===== config.mk =====
export PLATFORM = sky130hd
export DESIGN_NAME = rtc_bus_ctrl
export DESIGN_NICKNAME = d
export VERILOG_FILES = /design/src/rtl/rtc_bus_ctrl.sv
export SDC_FILE = /design/constraint.sdc
export NUM_CORES = 1
export LEC_CHECK = 0
export CORE_UTILIZATION = 53
export DETAILED_ROUTE_END_ITERATION = 10
export PLACE_DENSITY = 0.93
export SLEW_MARGIN = 20
export SYNTH_ARGS = -nofsm -noshare
export SYNTH_HDL_FRONTEND = slang
export SYNTH_SLANG_ARGS = --single-unit

===== constraint.sdc =====
create_clock -name clk -period 4 [get_ports clk]
set_input_delay 0.4 -clock clk [delete_from_list [all_inputs] [get_ports clk]]
set_output_delay 0.4 -clock clk [all_outputs]
set_load 0.05 [all_outputs]

===== src/rtl/rtc_bus_ctrl.sv =====
// rtc_bus_ctrl: sequencer for a multiplexed-bus RTC chip (address then data).
// Build option: define RTC_BUS_BCD_CHECK_EN to reject writes of non-BCD data.
//
// Ports
//   clk, reset        : rising-edge clock, async active-high reset
//   req_rd, req_wr    : one-cycle requests, sampled only when idle
//   addr, wdata       : register address / write data, latched on accept
//   busy, done, err   : status; done and err are one-cycle pulses
//   rdata             : last read result, updated when a read completes
//   cs_n, ad_n        : chip select, address(0)/data(1) select
//   wr_n, rd_n        : write / read strobes
//   ad_out, ad_oe     : bus drive value and driver enable
//   ad_in             : bus read-back
`timescale 1ns/1ps
module rtc_bus_ctrl #(
  parameter int SETUP_CYC = 2,
  parameter int STB_CYC   = 4
) (
  input  logic       clk,
  input  logic       reset,
  input  logic       req_rd,
  input  logic       req_wr,
  input  logic [7:0] addr,
  input  logic [7:0] wdata,
  input  logic [7:0] ad_in,
  output logic       busy,
  output logic       done,
  output logic [7:0] rdata,
  output logic       err,
  output logic       cs_n,
  output logic       ad_n,
  output logic       wr_n,
  output logic       rd_n,
  output logic [7:0] ad_out,
  output logic       ad_oe
);

  typedef enum logic [2:0] {
    IDLE, A_SETUP, A_STB, A_HOLD,
    D_SETUP, D_STB, D_HOLD, DONE
  } state_t;

  localparam logic [7:0] SET_LD = 8'(SETUP_CYC - 1);
  localparam logic [7:0] STB_LD = 8'(STB_CYC - 1);

  state_t     r_state;
  logic [7:0] r_cnt;
  logic [7:0] r_addr;
  logic [7:0] r_wdata;
  logic       r_wr;

  state_t     w_nxt;
  logic [7:0] w_ld;
  logic       w_bcd_bad;
  logic       w_accept;
  logic       w_reject;
  logic       w_a_ph;
  logic       w_d_ph;

`ifdef RTC_BUS_BCD_CHECK_EN
  assign w_bcd_bad = req_wr &
                     ((wdata[7:4] > 4'd9) |
                      (wdata[3:0] > 4'd9));
`else
  assign w_bcd_bad = 1'b0;
`endif

  assign w_accept = (req_rd ^ req_wr) & ~w_bcd_bad;
  assign w_reject = (req_rd & req_wr) |
                    ((req_rd ^ req_wr) & w_bcd_bad);

  // Address / data phase of the state being left this edge;
  // pins follow the state one cycle later.
  assign w_a_ph = (r_state == A_SETUP) ||
                  (r_state == A_STB) ||
                  (r_state == A_HOLD);
  assign w_d_ph = (r_state == D_SETUP) ||
                  (r_state == D_STB) ||
                  (r_state == D_HOLD);

  always_comb begin
    w_nxt = r_state;
    w_ld  = 8'd0;
    unique case (r_state)
      IDLE:    begin w_nxt = IDLE;    w_ld = 8'd0;   end
      A_SETUP: begin w_nxt = A_STB;   w_ld = STB_LD; end
      A_STB:   begin w_nxt = A_HOLD;  w_ld = SET_LD; end
      A_HOLD:  begin w_nxt = D_SETUP; w_ld = SET_LD; end
      D_SETUP: begin w_nxt = D_STB;   w_ld = STB_LD; end
      D_STB:   begin w_nxt = D_HOLD;  w_ld = SET_LD; end
      D_HOLD:  begin w_nxt = DONE;    w_ld = 8'd0;   end
      DONE:    begin w_nxt = IDLE;    w_ld = 8'd0;   end
      default: begin w_nxt = IDLE;    w_ld = 8'd0;   end
    endcase
  end

  always_ff @(posedge clk or posedge reset) begin
    if (reset) begin
      r_state <= IDLE;
      r_cnt   <= 8'd0;
      r_addr  <= 8'd0;
      r_wdata <= 8'd0;
      r_wr    <= 1'b0;
      busy    <= 1'b0;
      done    <= 1'b0;
      err     <= 1'b0;
      rdata   <= 8'd0;
      cs_n    <= 1'b1;
      ad_n    <= 1'b1;
      wr_n    <= 1'b1;
      rd_n    <= 1'b1;
      ad_out  <= 8'd0;
      ad_oe   <= 1'b0;
    end else begin
      err <= 1'b0;

      if (r_state == IDLE) begin
        if (w_accept) begin
          r_state <= A_SETUP;
          r_cnt   <= SET_LD;
          r_addr  <= addr;
          r_wdata <= wdata;
          r_wr    <= req_wr;
        end else if (w_reject) begin
          err <= 1'b1;
        end
      end else if (r_cnt == 8'd0) begin
        r_state <= w_nxt;
        r_cnt   <= w_ld;
      end else begin
        r_cnt <= r_cnt - 8'd1;
      end

      busy <= (r_state == IDLE) ? w_accept
                                : (r_state != DONE);
      done <= (r_state == DONE);

      cs_n  <= (r_state == IDLE) || (r_state == DONE);
      ad_n  <= ~w_a_ph;
      wr_n  <= ~((r_state == A_STB) ||
                 ((r_state == D_STB) && r_wr));
      rd_n  <= ~((r_state == D_STB) && !r_wr);
      ad_oe <= w_a_ph || (w_d_ph && r_wr);

      if (w_a_ph)
        ad_out <= r_addr;
      else if (w_d_ph && r_wr)
        ad_out <= r_wdata;
      else
        ad_out <= 8'd0;

      // First D_HOLD state cycle is the edge on which rd_n rises:
      // the last edge of the read strobe.
      if ((r_state == D_HOLD) && (r_cnt == SET_LD) && !r_wr)
        rdata <= ad_in;
    end
  end

endmodule


; Word-level counts from Yosys, hierarchy flattened
; Memory sizes are Yosys's and may differ from the RTL's.
; Cells that the tools add are included.
; Widths: inputs -> output; s select.
[totals]
register_bits = 52
mem_bits_ro = 40
in_bits = 28
out_inout_bits = 24
n_memories = 1
[memory_table]
columns = memory, words, width, rd, rd_ports_with_merged_regs, write_ports, line
row1 = (no name shown), 8, 5, 1, 0, 0, 84  ; unique case (r_state)
[op_classes]
n_addsub = 1
n_eq_ne = 10
n_mux = 12
bitwise = 5
n_reduce_logical = 18
[ops]
columns = op, count
row1 = $mux 8, 5
row2 = $eq 3x3->1 const B, 4
row3 = $mux 3, 3
row4 = $eq 8x1->1 const B, 1
row5 = $logic_not 8->1, 1
row6 = $sub 8x1->8 const B, 1
row7 = $logic_or 1x1->1, 7
row8 = $eq 3x2->1 const B, 2
row9 = $logic_and 1x1->1, 5
row10 = $mux 1, 4
row11 = $reduce_and 2->1, 2
row12 = $eq 3x1->1 const B, 1
row13 = $logic_not 3->1, 1
row14 = $ne 3x3->1 const B, 1
row15 = $not 1->1, 3
row16 = $ne 2x2->1 const B, 1
row17 = $reduce_bool 2->1, 1
row18 = $and 1x1->1, 1
row19 = $logic_not 1->1, 1
row20 = $xor 1x1->1, 1

; Depth between registers and ports, before layout
[logic_depth]
depth_word = 6
mapped_depth = 7
ltp_nobuf = 6

; Worst setup path before layout
; Ideal clock, no wire load.
[synth_timing]
path_type = flip-flop to flip-flop
start = reg r_state[0]
end = reg r_addr[0]
setup_time_ns = 0.125
t_arrival_ns = 1.692
required_time_ns = 3.875
setup_slack_ns = 2.183
path_stages_with_launch = 7
n_path_buf = 1
path_cell_list = dfrtp_1 > inv_1 > ha_1 > nor2b_1 > nand2_1 > buf_2 > mux2_2
[synth_via]
elab_chain_len = 2
[synth_rtl]
columns = item, line
row1 = from (decl), 46  ; state_t r_state;
row2 = from (signal assigned), 128  ; r_state <= w_nxt;
row3 = $logic_not 3->1, 117  ; if (r_state == IDLE) begin
row4 = $reduce_and 2->1 (no source line), --
row5 = to (signal assigned), 121  ; r_addr <= addr;
row6 = to (decl), 48  ; logic [7:0] r_addr;
; No other way between the ends.
; A chain may end at the register's enable or synchronous reset.

; Worst setup path in the final report
; Ends and elaborated chain as after synthesis.

==> flow_summary.json <==
{
  "drtAntennaViolNets": 0,
  "cts_max_path_buffers": 2,
  "htreeDepth": 2,
  "final_area_um2": 2890,
  "clockPowerShare_pct": 33.4,
  "io_pins": 52,
  "synth-compound-area-share_pct": 11.3,
  "cts_setup_buffers": 0,
  "hold_class": "flip-flop to flip-flop",
  "fp-row-count": 23,
  "drc": 0,
  "intPower_uw": 688,
  "syn_avg_cell_area_um2": 12.8,
  "cts.sinks": 52,
  "powerDensity_nw_per_um2": 311,
  "start_kind": "flip-flop",
  "dieArea_um2": 4530,
  "p_sw_share_pct": 23.5,
  "place_area_um2": 2800,
  "synth_ff_type": "dfrtp_1",
  "slowest_stage": "nand2_1",
  "ys_seq_area_share_pct": 57.8,
  "ys_warn_count": 0,
  "cp_num_buf_inv": 1,
  "antenna_found_initial": 0,
  "syn_nets": 214,
  "initial_core_util_pct": 55.7,
  "ctsResizeCount": 0,
  "min_from": "r_wdata[3]$_DFFE_PP0P_",
  "grt_max_degree": 53,
  "path_cells": "inv_1 > ha_1 > nor2b_1 > nand2_1 > mux2_2",
  "finalHoldViolCount": 0,
  "area_delta_synth_final_pct": 27.9,
  "synthMuxAreaShare_pct": 12.9,
  "cap_violations": 0,
  "synth-adder-area-share_pct": 4.99,
  "slew_violations": 0,
  "avgViaCountPerCell": 5.56,
  "drt_pre_antenna_iters": 4,
  "syn_area_um2": 2260,
  "p_sw_uw": 211,
  "synth-seq-cells": 52,
  "period_needed_ns": 2.60,
  "hpwl_um": 3270,
  "grt_remaining_overflow": 0,
  "drt_iter0_markers": 125,
  "mostFrequentLayoutCells": "clkdlybuf4s50_1 (51), dfrtp_1 (48), mux2_2 (25)",
  "leakage_nw": 1.28,
  "synth_cells": 177,
  "seqPwrFrac_pct": 59.2,
  "synth-edff-count": 0,
  "slowest_delay_ns": 0.59,
  "core_um2": 4060,
  "layout.nets": 268,
  "grt_pass1_wl_um": 7250,
  "post_drt_wl_per_cell_um": 16.0,
  "arrival_ns": 2.81,
  "fin_tns_setup_ns": 0,
  "nFillCells": 276,
  "gp_congestion": 0.844,
  "final_common_cell": "clkdlybuf4s50_1",
  "synth-simple-area-share_pct": 10.5,
  "setup_viol": 0,
  "diodes": 0,
  "clk_latency_ns": 0.31,
  "p_comb_share_pct": 7.4,
  "path_max_fanout": 17,
  "num_vias": 1568,
  "tightest_slew_ns": 0.852,
  "cts_buffers": 5,
  "die_h_um": 67.3,
  "portBuffers": 51,
  "cts_tree": "done",
  "fin_worst_skew_ns": 0.00436,
  "worst-setup-path-type": "flip-flop to flip-flop",
  "wl_um": 4500,
  "crit_start": "r_state[0]$_DFFE_PP0P_",
  "synth_top_family_by_area": "multiplexers",
  "fin_crit_sh_pct": 65.1,
  "cp.required_ns": 4.20,
  "rsz0062_at_grt": "no",
  "die_x_um": 67.3,
  "power.total_uw": 898,
  "cts-root-buf": "clkbuf_8",
  "clkTransAtPathRegs_ns": 0.09,
  "ys_async_sr_fraction_pct": 100,
  "peakVddDrop_mv": 0.245,
  "utilization_pct": 71.2,
  "status": "complete, no violations",
  "clock.fmax_mhz": 384,
  "end_kind": "flip-flop",
  "grt_pass1_vias": 1561,
  "hold_buffers": 0,
  "grt_usage_pct": 22.5,
  "critPathTopFamily": "simple AND/OR/NAND/NOR gates",
  "yosysUniqueCellTypes": 36,
  "drive_above_1_share_pct": 18.5,
  "max_slew_margin_pct": 43.1,
  "synthXorXnorAreaFrac_pct": 0,
  "rr_startpoint": "r_state[0]$_DFFE_PP0P_"
}
-- power groups by stage --
| stage | registers [mW] | clock network [mW] | logic [mW] |
|---|---|---|---|
| after floorplan | 0.556 | 0 | 0.0131 |
| after global placement | 0.541 | 0 | 0.0661 |
| after detailed placement | 0.542 | 0 | 0.0677 |
| after CTS | 0.532 | 0.304 | 0.0677 |
| after global routing | 0.532 | 0.324 | 0.0722 |
| final | 0.531 | 0.300 | 0.0665 |
-- worst paths after layout --
path / endpoint / slack [ns] / depth (start not counted)
min reg2reg: ad_out[3]$_DFF_PP0_ / 0.49 / 1
min: ad_out[3]$_DFF_PP0_ / 0.49 / 1
max reg2reg: r_addr[0]$_DFFE_PP0P_ / 1.40 / 5
min in group asynchronous: rdata[3]$_DFFE_PP0P_ / 0.55 / 2
max: r_addr[0]$_DFFE_PP0P_ / 1.40 / 5
max in group asynchronous: ad_out[7]$_DFF_PP0_ / 2.95 / 2
-- Yosys cell counts (2+ instances only) --
library cell,n,area share [%]
inv_1,6,1.0
nor2_1,8,1.3
ha_1,9,5.0
nor2b_1,3,0.83
mux2_2,25,12
a22o_1,8,3.1
or2_2,2,0.55
a31oi_1,6,1.7
dfrtp_1,48,53
a211oi_1,2,0.66
dfstp_2,4,4.7
o21ai_0,7,1.6
or3_1,2,0.55
nor3_1,6,1.3
a21oi_1,10,2.2
and2_1,2,0.55
nand2_1,8,1.3
nand2b_1,3,0.83
-- flip-flops by register name (all words and copies together), names as in the netlist, 3 cells and up --
name,count
r_addr,8
r_state,3
ad_out,8
r_cnt,8
rdata,8
r_wdata,8
-- area by class of cell --
class / count / area, um2 / share of cell area [%]
clock inverters: 3 / 21.3 / 0.736
well taps: 50 / 62.6 / 2.17
multi-input cells: 115 / 896 / 31.0
clock buffers: 5 / 68.8 / 2.38
flip-flops and latches: 52 / 1310 / 45.2
repair buffers: 51 / 510 / 17.7
inverters: 6 / 23.8 / 0.823
-- through the flow --
step	hold WS (ns)	cells	setup WS, ns
5_1_grt	0.522	282	1.18
2_1_floorplan	0.441	177	2.18
4_1_cts	0.499	282	1.41
3_5_place_dp	0.480	274	1.44
6_report	0.494	282	1.40
3_3_place_gp	0.472	274	1.56
-- kinds of logic (layout without fill, tap and decap cells) --
logic type | after synthesis | count (layout)
and+or+nand+nor | 41 | 41
adders and majority gates | 9 | 9
muxes | 26 | 26
DFF | 52 | 52
AOI/OAI and AO/OA | 39 | 39
buffers and inverters | 10 | 65
-- metal layers --
layer / up-vias / routed length [um] / GRT usage, % / share of wire (%)
met4: 0 / 82 / 9.04 / 1.8
met1: 753 / 1790 / 26.4 / 40
met2: 65 / 2380 / 38.3 / 53
li1: 742 / - / - / -
met3: 8 / 244 / 6.93 / 5.4
met5: - / 0 / 0 / 0
Note: power is estimated with default switching activity, not from simulation.
